<file path="src/rtl/i2c_reg_bank.sv">
// i2c_reg_bank: register bank behind the I2C slave, clocked by SCL.
// It turns received bytes into a register pointer and register writes,
// serves register contents to the transmit path on master reads, and
// exposes a combinational local read port plus a write strobe.
//
// Build option: define I2C_REG_AUTOINC_EN so the pointer advances after
// every register write and read. Without it, the pointer moves only when
// a pointer byte arrives, so repeated accesses hit the same register.
module i2c_reg_bank #(
  parameter int DEPTH = 16,
  parameter int PTR_W = 4
) (
  input  logic             SCL,
  input  logic             RST,
  input  logic             addr_hit,
  input  logic             rw,
  input  logic [7:0]       rx_data,
  input  logic             rx_valid,
  input  logic             tx_req,
  input  logic             stop,
  output logic [7:0]       tx_data,
  output logic             tx_valid,
  output logic             wr_stb,
  output logic [PTR_W-1:0] wr_addr,
  output logic [PTR_W-1:0] ptr,
  output logic             ptr_err,
  input  logic [PTR_W-1:0] host_addr,
  output logic [7:0]       host_rdata
);

  typedef enum logic [1:0] {
    IDLE  = 2'd0,
    PTR   = 2'd1,
    WRITE = 2'd2,
    READ  = 2'd3
  } state_t;

  state_t     state;
  state_t     state_next;

  logic       ptr_load;
  logic       mem_we;
  logic       rd_en;
  logic       ptr_adv;
  logic       ptr_oob;

  logic [7:0] mem [DEPTH];

  // State register; reset aborts any transaction in flight.
  always_ff @(posedge SCL or posedge RST) begin
    if (RST) begin
      state <= IDLE;
    end else begin
      state <= state_next;
    end
  end

  // Next state: the byte is handled in the old state first, STOP then
  // returns to IDLE, and an address match overrides everything (repeated
  // start, and addr_hit wins over a simultaneous stop).
  always_comb begin
    state_next = state;
    if (state == PTR && rx_valid) begin
      state_next = WRITE;
    end
    if (stop) begin
      state_next = IDLE;
    end
    if (addr_hit) begin
      state_next = rw ? READ : PTR;
    end
  end

  // Datapath controls decoded from the current state and the byte pulses.
  always_comb begin
    ptr_load = 1'b0;
    mem_we   = 1'b0;
    rd_en    = 1'b0;
    unique case (state)
      PTR:     ptr_load = rx_valid;
      WRITE:   mem_we   = rx_valid;
      READ:    rd_en    = tx_req;
      default: ;
    endcase
  end

  // A pointer byte outside the bank is flagged but still used truncated.
  assign ptr_oob = (int'(rx_data) > (DEPTH - 1));

`ifdef I2C_REG_AUTOINC_EN
  assign ptr_adv = mem_we | rd_en;
`else
  assign ptr_adv = 1'b0;
`endif

  // Register pointer: loaded by the pointer byte, optionally advanced
  // after each access; wraps naturally at DEPTH because PTR_W = log2(DEPTH).
  always_ff @(posedge SCL or posedge RST) begin
    if (RST) begin
      ptr <= '0;
    end else if (ptr_load) begin
      ptr <= rx_data[PTR_W-1:0];
    end else if (ptr_adv) begin
      ptr <= ptr + PTR_W'(1);
    end
  end

  // Sticky out-of-range pointer flag; only reset clears it.
  always_ff @(posedge SCL or posedge RST) begin
    if (RST) begin
      ptr_err <= 1'b0;
    end else if (ptr_load && ptr_oob) begin
      ptr_err <= 1'b1;
    end
  end

  // Register array; cleared by reset so the host port reads zeros after it.
  always_ff @(posedge SCL or posedge RST) begin
    if (RST) begin
      for (int i = 0; i < DEPTH; i++) begin
        mem[i] <= 8'h00;
      end
    end else if (mem_we) begin
      mem[ptr] <= rx_data;
    end
  end

  // Write strobe and the index that was written, one cycle after the byte.
  always_ff @(posedge SCL or posedge RST) begin
    if (RST) begin
      wr_stb  <= 1'b0;
      wr_addr <= '0;
    end else begin
      wr_stb <= mem_we;
      if (mem_we) begin
        wr_addr <= ptr;
      end
    end
  end

  // Transmit byte: loaded on a serviced request, otherwise held.
  always_ff @(posedge SCL or posedge RST) begin
    if (RST) begin
      tx_data  <= 8'h00;
      tx_valid <= 1'b0;
    end else begin
      tx_valid <= rd_en;
      if (rd_en) begin
        tx_data <= mem[ptr];
      end
    end
  end

  // Local read port, combinational.
  assign host_rdata = mem[host_addr];

endmodule

</file>
<file path="config.mk">
export PLATFORM = sky130hd
export DESIGN_NAME = i2c_reg_bank
export DESIGN_NICKNAME = d
export VERILOG_FILES = /design/src/rtl/i2c_reg_bank.sv
export SDC_FILE = /design/constraint.sdc
export NUM_CORES = 1
export LEC_CHECK = 0
export CELL_PAD_IN_SITES_DETAIL_PLACEMENT = 1
export CELL_PAD_IN_SITES_GLOBAL_PLACEMENT = 2
export CORE_AREA = 5 5 104 203
export CTS_CLUSTER_DIAMETER = 30
export DETAILED_ROUTE_END_ITERATION = 16
export DIE_AREA = 0 0 109 208
export GPL_TIMING_DRIVEN = 0
export PLACE_DENSITY = 0.83
export SYNTH_ARGS = -nofsm -noshare
export SYNTH_HDL_FRONTEND = slang
export SYNTH_SLANG_ARGS = --single-unit
</file>
<file path="constraint.sdc">
create_clock -name SCL -period 6.17 [get_ports SCL]
set_input_delay 1.234 -clock SCL [delete_from_list [all_inputs] [get_ports SCL]]
set_output_delay 1.234 -clock SCL [all_outputs]
set_load 0.005 [all_outputs]
</file>
==> results of run 1 <==
## registers in the layout, indices dropped and copies added (netlist names)
signal    cells
wr_addr       4
ptr           4
wr_stb        1
tx_data       8
ptr_err       1
tx_valid      1
mem         128
state         2
## cells in the final DEF (no fill, tap or decap), types with 2 or more instances in the layout
master and n:
sky130_fd_sc_hd__a41oi_1 2, sky130_fd_sc_hd__inv_6 3, sky130_fd_sc_hd__clkbuf_8 3, sky130_fd_sc_hd__clkinvlp_4 3, sky130_fd_sc_hd__inv_1 3, sky130_fd_sc_hd__a22oi_1 2
sky130_fd_sc_hd__a31oi_1 8, sky130_fd_sc_hd__mux2_2 131, sky130_fd_sc_hd__dfrtp_1 149, sky130_fd_sc_hd__nor2_4 2, sky130_fd_sc_hd__clkdlybuf4s50_1 42, sky130_fd_sc_hd__nor2_2 4
sky130_fd_sc_hd__o221a_2 6, sky130_fd_sc_hd__nand2_1 29, sky130_fd_sc_hd__clkbuf_16 17, sky130_fd_sc_hd__mux2_1 3, sky130_fd_sc_hd__a221oi_1 6, sky130_fd_sc_hd__mux2i_1 26
sky130_fd_sc_hd__nor2b_1 2, sky130_fd_sc_hd__buf_2 9, sky130_fd_sc_hd__bufinv_16 4, sky130_fd_sc_hd__clkbuf_1 22, sky130_fd_sc_hd__buf_1 4, sky130_fd_sc_hd__nor3_1 2
sky130_fd_sc_hd__and3_1 2, sky130_fd_sc_hd__buf_4 2, sky130_fd_sc_hd__nor2_1 11, sky130_fd_sc_hd__o21ai_0 7, sky130_fd_sc_hd__nand2b_1 3, sky130_fd_sc_hd__mux4_2 58
## worst paths after layout
check	cells past startpoint	slack [ns]	startpoint	end
hold / removal	2	0.50	wr_addr[3]	wr_addr[3]
setup / recovery	5	0.78	host_addr[1]	host_rdata[2]
min in group asynchronous	2	1.37	RST	mem[53]
setup reg to reg	5	3.52	ptr[2]	mem[69]
max in group asynchronous	3	3.98	RST	ptr[1]
hold reg to reg	2	0.50	wr_addr[3]	wr_addr[3]
## logic make-up after synthesis
kind of cell    count (synthesis)  synth area share (%)
mux                           218                 40.49
compound gates                 35                 3.508
flops                         149                 49.09
buf+inv                        40                 2.322
simple gates                   65                 4.596
## through the flow
| step | worst slack [ns] | setup TNS, ns | power (mW) | cell area [µm²] | hold slack (ns) |
|---|---|---|---|---|---|
| 2_1_floorplan | 0.9280 | 0 | 1.836 | 7596 | 0.4678 |
| 3_3_place_gp | -0.9007 | -131.40 | 2.119 | 8341 | 0.4676 |
| 3_5_place_dp | 0.8379 | 0 | 2.175 | 8373 | 0.4923 |
| 4_1_cts | 0.7911 | 0 | 3.331 | 9016 | 0.5074 |
| 5_1_grt | 0.8182 | 0 | 3.438 | 9016 | 0.5402 |
| 6_report | 0.7802 | 0 | 3.324 | 9016 | 0.5027 |
## where the power goes
part           total (mW)  switching [mW]  internal (mW)
Sequential           1.35           0.163           1.18
Clock                1.15           0.441          0.713
Combinational       0.823           0.373          0.450
Total                3.32           0.977           2.35
## layer usage
metal  vias up  part of all wire [%]  track usage [%]  routed length, µm
met2       202                    55            42.31              14070
met3       113                   3.9            4.001               1000
li1       2072                     -                -                  -
met4         0                   8.1            17.39               2072
met1      2738                    33            24.09               8484
met5         -                     0                0                  0
## layout make-up
| type | count | area [µm²] | share of cell area [%] |
|---|---|---|---|
| clock buffers | 22 | 474.2 | 5.260 |
| multi-input cells | 318 | 3691 | 40.94 |
| inverters | 4 | 20.02 | 0.2220 |
| flip-flops and latches | 149 | 3729 | 41.35 |
| clock inverters | 10 | 168.9 | 1.873 |
| well taps | 259 | 324.1 | 3.594 |
| plain buffers | 36 | 161.4 | 1.790 |
| repair buffers | 43 | 447.9 | 4.968 |
## tightest hold or removal path, cell delays in order, from the launching register on
cell and delay (ns):
sky130_fd_sc_hd__dfrtp_1 0.35, sky130_fd_sc_hd__nand2_1 0.05, sky130_fd_sc_hd__nand2_1 0.06
==> results.txt, run 1 <==
----------------------------------------------------
[Floorplan]
  Overall die height ... 208 µm
  Initial Util ... 39.22%
  Core Box Area ... 19370 µm²
  Die width ... 109 µm
  Number of placement rows ... 72
  I/O Pins ... 46
  Area enclosed by the die boundary ... 22670 µm²

[Routing]
  Wirelength per Cell ... 30.47 µm
  Routed wire length ... 25630 µm
  Initial drt markers ... 265
  First drt pass iteration count ... 4
  Remaining antenna violation count ... 0
  Post-detailed-route via-to-cell ratio ... 6.094
  Via Count ... 5125
  DRC errors left ... 0

[Global routing]
  Total gr overflow ... 0
  Wire length of the first global-routing pass ... 38250 µm
  Largest net degree at the start of global routing ... 94
  Total routing resource utilization after global routing ... 23.79%
  Vias in the first global route ... 5909
  Initial antenna violation count ... 0

[Setup path]
  Worst stage delay on the critical path ... 0.85 ns
  Crit path arrival time ... 4.16 ns
  CP bufs+invs ... 3
  Cell family with the largest share of critical-path delay ... buffers and inverters
  Category of the most critical setup path ... in -> out
  Required time at the worst-slack endpoint ... 4.94 ns
  Worst path slowest cell ... sky130_fd_sc_hd__clkbuf_1
  Critical path, cell by cell ... clkdlybuf4s50_1, clkbuf_1, mux4_2, mux4_2, clkdlybuf4s50_1
  Critical-path maximum fanout ... 10
  Element type at the critical path end ... primary output
  Type of origin of the critical path ... input pin

[Clocking]
  Number of instances resized during post-cts repair ... 0
  TritonCTS clock tree ... done
  Clk Latency, worst-skew pair ... 0.44 ns
  Number of buffers inserted to repair setup after CTS ... 0
  Number of sinks driven by the clock tree ... 149
  Total CTS buffers ... 17
  Clk Tree Root Cell ... sky130_fd_sc_hd__clkbuf_16
  Register clock-pin slew on the reported worst setup and hold paths ... 0.06 ns
  Number of hold-repair buffers added at the cts stage ... 0
  H-tree levels ... 4
  Buffer levels on the longest clock path ... 2

[Yosys]
  Cell type with the highest aggregate area in the netlist ... sky130_fd_sc_hd__dfrtp_1
  Number of synthesized flops with an enable pin ... 0
  Commonest cells post-synth ... 149 x sky130_fd_sc_hd__dfrtp_1, 131 x sky130_fd_sc_hd__mux2_2, 58 x sky130_fd_sc_hd__mux4_2
  Mapped Area ... 7596 µm²
  Net Count, Synth ... 526
  Register bit count reported by yosys ... 149
  Post-Synthesis Cells ... 507
  Main area contributors after synthesis ... sky130_fd_sc_hd__dfrtp_1 49%, sky130_fd_sc_hd__mux2_2 19%, sky130_fd_sc_hd__mux4_2 17%, sky130_fd_sc_hd__mux2i_1 3.4%, sky130_fd_sc_hd__nand2_1 1.4%
  Post-Synthesis Mean Instance Area ... 14.98 µm²
  Most frequent cell after synthesis ... sky130_fd_sc_hd__dfrtp_1
  Portion of the post-synthesis area used by sequential elements ... 49.09%
  Number of distinct library cell variants in the gate-level netlist after synthesis ... 39
  Main synth FF type ... sky130_fd_sc_hd__dfrtp_1
  Ys Warns ... 0
  Proportion of register bits with asynchronous set or reset after synthesis ... 100.0%
  Area share of the largest cell type after synthesis ... 49.09%

[Layout]
  Final core area utilization ... 46.55%
  Area added between synthesis and finish ... 18.70%
  Fraction of final layout cells with drive strength greater than 1 ... 42.96%
  Post-layout instance count excluding filler cells ... 841
  Diode count ... 0
  Layout net count ... 588
  Filler Cell Count ... 1920

[Timing]
  Clock period minus final worst setup slack ... 5.390 ns
  Final setup viols ... 0
  Final worst-path cycle share ... 87.35%
  Worst slew margin ... 26.13%
  Highest clock frequency the design can meet ... 185.5 MHz
  RSZ-0062 raised after global routing ... false
  Count of pins over their slew limit ... 0
  Final hold violation count ... 0
  Setup skew after layout ... 0.01334 ns
  Worst Max-Slew Pin Slew ... 1.102 ns

[Power]
  Power density of the placed cells ... 368.6 nW/µm²
  Leakage power of the design ... 3.984 nW
  IR Drop Worst-Case VDD ... 0.2051 mV

[Place]
  GP Congestion ... 0.8484
  Port Buffer Count ... 42
  HPWL after detailed placement ... 16780 µm
  Placed Instances ... 809

[Status]
  Run status ... finished, final reports clean

[Min path]
  Class of the tightest hold or removal check ... reg -> reg

[Flow run]
  Max_cap viols ... 0

----------------------------------------------------
(Power assumes the default switching activity.)
==> run 2, diff against run 1 <==
DONT_BUFFER_PORTS = 1   (was default)
PLACE_DENSITY = 0.79   (was 0.83)
==> run 2 against run 1 <==
Against the previous run: setup slack improved by 1.0 ns; cell area fell by 5.5%; sequential power barely moved; count of clock-buffer cells in the layout fell by 3; sequential share of layout area rose by 2.4 points.
==> results.txt, run 2 (synthesized netlist as in run 1, its figures left out) <==
----------------------------------------------------
[Floorplan]
  Overall die height ... 208 µm
  Die width ... 109 µm
  Number of placement rows ... 72
  I/O Pins ... 46
  Initial Util ... 39.22%
  Core Box Area ... 19370 µm²
  Area enclosed by the die boundary ... 22670 µm²

[Clocking]
  Total CTS buffers ... 17
  Clk Tree Root Cell ... sky130_fd_sc_hd__clkbuf_16
  Number of instances resized during post-cts repair ... 0
  Number of hold-repair buffers added at the cts stage ... 0
  H-tree levels ... 4
  Clk Latency, worst-skew pair ... 0.44 ns
  Number of sinks driven by the clock tree ... 149
  Register clock-pin slew on the reported worst setup and hold paths ... 0.06 ns
  TritonCTS clock tree ... done
  Number of buffers inserted to repair setup after CTS ... 0
  Buffer levels on the longest clock path ... 2

[Setup path]
  Worst path slowest cell ... sky130_fd_sc_hd__mux4_2
  Critical-path maximum fanout ... 10
  Cell family with the largest share of critical-path delay ... multiplexers
  Worst reg-to-reg path cell count ... 5
  Category of the most critical setup path ... in -> out
  Worst stage delay on the critical path ... 0.60 ns
  FF-to-FF setup slack ... 3.52 ns
  Cell occurring most often along the worst timing path ... sky130_fd_sc_hd__mux4_2
  Required time at the worst-slack endpoint ... 4.94 ns
  Reg-to-reg endpoint ... mem[47]
  Critical path, cell by cell ... clkbuf_1, buf_2, mux4_2, mux4_2
  R2R Path Start ... ptr[3]
  Element type at the critical path end ... primary output
  CP bufs+invs ... 2
  Crit path arrival time ... 3.12 ns
  Type of origin of the critical path ... input pin
  Critical path depth in cells ... 4

[Timing]
  Clock period minus final worst setup slack ... 4.353 ns
  Worst slew margin ... 25.31%
  Setup skew after layout ... 0.01020 ns
  Highest clock frequency the design can meet ... 229.7 MHz
  Worst Max-Slew Pin Slew ... 1.120 ns
  Final worst-path cycle share ... 70.55%
  Final setup viols ... 0
  Count of pins over their slew limit ... 0
  RSZ-0062 raised after global routing ... false
  Hold_ws ... 0.5165 ns
  Final hold violation count ... 0

[Place]
  GP Congestion ... 0.8224
  Port Buffer Count ... 0
  HPWL after detailed placement ... 16920 µm

[Routing]
  Wirelength per Cell ... 30.93 µm
  Routed wire length ... 24720 µm
  DRC errors left ... 0
  First drt pass iteration count ... 4
  Via Count ... 4881
  Remaining antenna violation count ... 0
  Post-detailed-route via-to-cell ratio ... 6.109
  Initial drt markers ... 315

[Power]
  Leakage power of the design ... 3.797 nW
  IR Drop Worst-Case VDD ... 0.1945 mV
  Net switching power ... 0.9436 mW
  Internal Pwr Total ... 2.148 mW
  Switching fraction of total power ... 30.52%
  Gate power share ... 23.0%
  Power density of the placed cells ... 362.8 nW/µm²
  Final total power ... 3.091 mW
  Power share of the clock group ... 33.3%
  Flop pwr share ... 43.7%

[Layout]
  Diode count ... 0
  Reg area ... 3729 µm²
  Highest-count cells in the layout ignoring fill and taps ... 149 x sky130_fd_sc_hd__dfrtp_1, 131 x sky130_fd_sc_hd__mux2_2, 58 x sky130_fd_sc_hd__mux4_2, 29 x sky130_fd_sc_hd__nand2_1, 26 x sky130_fd_sc_hd__mux2i_1
  Top flop regs ... mem x128, tx_data x8
  Commonest non-fill, non-tap cell in the layout ... sky130_fd_sc_hd__dfrtp_1
  Area added between synthesis and finish ... 12.17%
  Fraction of final layout cells with drive strength greater than 1 ... 46.30%
  Largest register FFs ... 128
  Layout net count ... 546
  Filler Cell Count ... 1924
  Most flop-heavy register ... mem
  Area taken by multi-input logic gates ... 3691 µm²

[Flow run]
  Max_cap viols ... 0

[Global routing]
  Total gr overflow ... 0
  Total routing resource utilization after global routing ... 23.22%
  Largest net degree at the start of global routing ... 89
  Vias in the first global route ... 5624
  Wire length of the first global-routing pass ... 37400 µm
  Initial antenna violation count ... 0

[Min path]
  Worst hold path stage count ... 2
  Source of the worst hold timing path ... wr_addr[1]
  WHS Endpoint ... wr_addr[1]
  Class of the tightest hold or removal check ... reg -> reg

[Status]
  Run status ... finished, final reports clean

----------------------------------------------------
-- run 2: cell types whose count changed in the layout (fill, tap and decap cells not counted), sizes merged --
cell	previous run	this run
clkdlybuf4s50	42	0
clkinv	1	9
clkbuf	42	39
bufinv	4	2
inv	6	4
clkinvlp	3	2
-- run 2: per-stage QoR --
stage	utilization [%]	area, µm²	setup WS [ns]	TNS (ns)	cells
after floorplan	-	7596	0.9280	0	507
after global placement	40.89	7920	-0.4313	-61.22	766
after detailed placement	41.06	7953	1.773	0	767
after CTS	43.99	8521	1.765	0	799
after global routing	43.99	8521	1.669	0	799
final	43.99	8521	1.817	0	799
-- run 2: worst max path at each step --
stage / startpoint / endpoint / slack [ns]
after floorplan: RST / mem[0] / 0.93
after global placement: RST / wr_addr[0] / -0.43
after detailed placement: host_addr[0] / host_rdata[5] / 1.77
after CTS: host_addr[0] / host_rdata[3] / 1.76
after global routing: host_addr[0] / host_rdata[3] / 1.67
final: host_addr[0] / host_rdata[7] / 1.82
-- run 2: power by group through the flow --
| stage | combinational [mW] | sequential (mW) | clock [mW] |
|---|---|---|---|
| after global routing | 0.761 | 1.37 | 1.08 |
| after floorplan | 0.538 | 1.30 | 0 |
| after CTS | 0.719 | 1.35 | 1.04 |
| after detailed placement | 0.713 | 1.36 | 0 |
| final | 0.711 | 1.35 | 1.03 |
| after global placement | 0.684 | 1.33 | 0 |
-- run 2: metal layers --
| metal | vias to the layer above | wire, µm | track usage, % |
|---|---|---|---|
| met5 | - | 0 | 0 |
| met4 | 0 | 1709 | 15.39 |
| met3 | 97 | 1353 | 5.707 |
| met2 | 182 | 13460 | 39.60 |
| met1 | 2618 | 8193 | 24.74 |
| li1 | 1984 | - | - |
-- run 2: layout make-up --
class | count | share of cell area (%)
buffer | 36 | 1.894
timing repair buffer | 1 | 0.3231
clock buffer | 19 | 5.081
clock inverter | 13 | 1.586
tap | 259 | 3.803
multi-input combinational | 318 | 43.32
inverter | 4 | 0.2349
sequential | 149 | 43.76
-- run 2: worst register-to-register path, delay by kind of cell (launching register included) --
family | cells | cell delay (ns)
buf+inv | 2 | 0.87
simple gates | 2 | 0.88
mux | 1 | 0.42
flops | 1 | 0.37
==> run 3, diff against run 2 <==
clock period = 4.2 ns   (was 6.17 ns; I/O delays follow)
==> run 3 against run 2 <==
Against the previous run: register-to-register slack lost 1.9 ns; hold slack lost 0.15 ns; global-route usage is essentially flat; non-clock buffer count grew 3; sequential share of layout area shrank 0.60 points; via count shrank 0.39%; first-iteration DRC count shrank 16%; sequential power grew 47%; clock power grew 60%.
==> results.txt, run 3 (synthesized netlist as in run 1, its figures left out) <==
----------------------------------------------------
[Status]
  Run status ... finished, final reports clean

[Clocking]
  H-tree levels ... 4
  Number of instances resized during post-cts repair ... 0
  Clk Tree Root Cell ... sky130_fd_sc_hd__clkbuf_16
  Clk Latency, worst-skew pair ... 0.43 ns
  Number of sinks driven by the clock tree ... 149
  Number of buffers inserted to repair setup after CTS ... 0
  TritonCTS clock tree ... done
  Buffer levels on the longest clock path ... 2
  Register clock-pin slew on the reported worst setup and hold paths ... 0.07 ns
  Number of hold-repair buffers added at the cts stage ... 0
  Total CTS buffers ... 17

[Setup path]
  Element type at the critical path end ... primary output
  Worst path slowest cell ... sky130_fd_sc_hd__mux4_2
  R2R Path Start ... ptr[3]
  Type of origin of the critical path ... input pin
  Required time at the worst-slack endpoint ... 3.36 ns
  Beginning of the critical path ... host_addr[0]
  Category of the most critical setup path ... in -> out
  Worst stage delay on the critical path ... 0.62 ns
  Reg-to-reg endpoint ... mem[42]
  Critical-path maximum fanout ... 10
  FF-to-FF setup slack ... 1.63 ns
  Worst reg-to-reg path cell count ... 5
  Crit path arrival time ... 2.75 ns
  Critical path, cell by cell ... clkbuf_1, buf_2, mux4_2, mux4_2
  Cell occurring most often along the worst timing path ... sky130_fd_sc_hd__mux4_2
  Critical path capture point ... host_rdata[2]

[Floorplan]
  Number of placement rows ... 72
  I/O Pins ... 46
  Area enclosed by the die boundary ... 22670 µm²
  Core Box Area ... 19370 µm²
  Overall die height ... 208 µm
  Die width ... 109 µm
  Initial Util ... 39.22%

[Routing]
  Routed wire length ... 24730 µm
  Via Count ... 4862
  Post-detailed-route via-to-cell ratio ... 6.062
  Wirelength per Cell ... 30.84 µm
  Remaining antenna violation count ... 0
  First drt pass iteration count ... 4
  DRC errors left ... 0
  Initial drt markers ... 264

[Global routing]
  Initial antenna violation count ... 0
  Vias in the first global route ... 5618
  Total gr overflow ... 0
  Total routing resource utilization after global routing ... 23.22%
  Largest net degree at the start of global routing ... 43
  Wire length of the first global-routing pass ... 37160 µm

[Layout]
  Layout net count ... 549
  Diode count ... 0
  Top flop regs ... mem x128, tx_data x8
  Fraction of final layout cells with drive strength greater than 1 ... 46.78%
  Area added between synthesis and finish ... 13.72%
  Reg area ... 3729 µm²
  Commonest non-fill, non-tap cell in the layout ... sky130_fd_sc_hd__dfrtp_1
  Most flop-heavy register ... mem
  Highest-count cells in the layout ignoring fill and taps ... 149 x sky130_fd_sc_hd__dfrtp_1, 131 x sky130_fd_sc_hd__mux2_2, 58 x sky130_fd_sc_hd__mux4_2, 29 x sky130_fd_sc_hd__nand2_1, 26 x sky130_fd_sc_hd__mux2i_1
  Final core area utilization ... 44.60%
  Area taken by multi-input logic gates ... 3691 µm²
  Largest register FFs ... 128
  Filler Cell Count ... 1937

[Timing]
  Worst Max-Slew Pin Slew ... 1.041 ns
  Setup tns final ... 0 ns
  Setup skew after layout ... 0.006761 ns
  RSZ-0062 raised after global routing ... false
  Clock period minus final worst setup slack ... 3.594 ns
  Final setup viols ... 0
  Final hold violation count ... 0
  Worst slew margin ... 30.19%
  Final worst-path cycle share ... 85.57%
  Highest clock frequency the design can meet ... 278.3 MHz
  Count of pins over their slew limit ... 0

[Power]
  Net switching power ... 1.380 mW
  Switching fraction of total power ... 29.39%
  Power share of the clock group ... 35.2%
  Power density of the placed cells ... 543.5 nW/µm²
  IR Drop Worst-Case VDD ... 0.1993 mV
  Internal Pwr Total ... 3.315 mW
  Leakage power of the design ... 3.840 nW
  Gate power share ... 22.5%
  Flop pwr share ... 42.4%

[Place]
  HPWL after detailed placement ... 16950 µm
  GP Congestion ... 0.8545
  Port Buffer Count ... 0

[Min path]
  Class of the tightest hold or removal check ... in -> async

[Flow run]
  Max_cap viols ... 0

----------------------------------------------------
run 3: cell types whose count changed in the layout (fill, tap and decap cells not counted), moves of 2 or more:
| cell | delta |
|---|---|
| sky130_fd_sc_hd__clkinv_2 | -3 |
| sky130_fd_sc_hd__buf_12 | +4 |
| sky130_fd_sc_hd__clkbuf_8 | +2 |
| sky130_fd_sc_hd__clkinvlp_4 | +3 |
| sky130_fd_sc_hd__bufinv_16 | +2 |
| sky130_fd_sc_hd__clkinv_4 | -2 |
run 3: power groups by stage:
stage          clock, mW  combinational (mW)  sequential [mW]
6_report            1.65                1.05             1.99
4_1_cts             1.67                1.06             1.98
2_1_floorplan          0               0.790             1.91
3_5_place_dp           0                1.05             2.00
3_3_place_gp           0                1.01             1.96
5_1_grt             1.73                1.12             2.02
run 3: area by class of cell:
type | instances | area share (%)
Sequential cell | 149 | 43.16
Buffer | 36 | 1.868
Multi-Input combinational cell | 318 | 42.73
Inverter | 4 | 0.2173
Clock buffer | 20 | 5.287
Timing Repair Buffer | 4 | 0.9270
Clock inverter | 12 | 2.057
Tap cell | 259 | 3.751
run 3: worst min path at each step:
stage / endpoint / cells after the start / start / slack, ns
2_1_floorplan: ptr_err / 1 / ptr_err / 0.47
3_3_place_gp: mem[120] / 1 / mem[120] / 0.49
3_5_place_dp: wr_addr[3] / 2 / wr_addr[3] / 0.51
4_1_cts: tx_valid / 1 / RST / 0.37
5_1_grt: mem[116] / 1 / RST / 0.41
6_report: mem[119] / 1 / RST / 0.37
run 3: worst max-delay path, delay by kind of cell:
| family | cells | cell delay, ns |
|---|---|---|
| multiplexers | 2 | 1.15 |
| buffers and inverters | 2 | 0.75 |
run 3: metal layers:
metal / vias up / part of all wire, % / track usage, %
li1: 1991 / - / -
met1: 2648 / 35 / 25.54
met2: 159 / 55 / 40.87
met3: 64 / 4.1 / 3.815
met4: 0 / 5.7 / 13.69
met5: - / 0 / 0
run 3: stage by stage:
stage / setup slack (ns) / cell area (µm²) / power, mW / hold WS, ns / cells
3_5_place_dp: 0.5974 / 8004 / 3.055 / 0.5050 / 770
2_1_floorplan: 1.007 / 7600 / 2.697 / 0.4678 / 507
5_1_grt: 0.5251 / 8638 / 4.873 / 0.4081 / 802
3_3_place_gp: 0.6080 / 7924 / 2.968 / 0.4900 / 766
4_1_cts: 0.5835 / 8638 / 4.717 / 0.3685 / 802
6_report: 0.6061 / 8638 / 4.695 / 0.3706 / 802
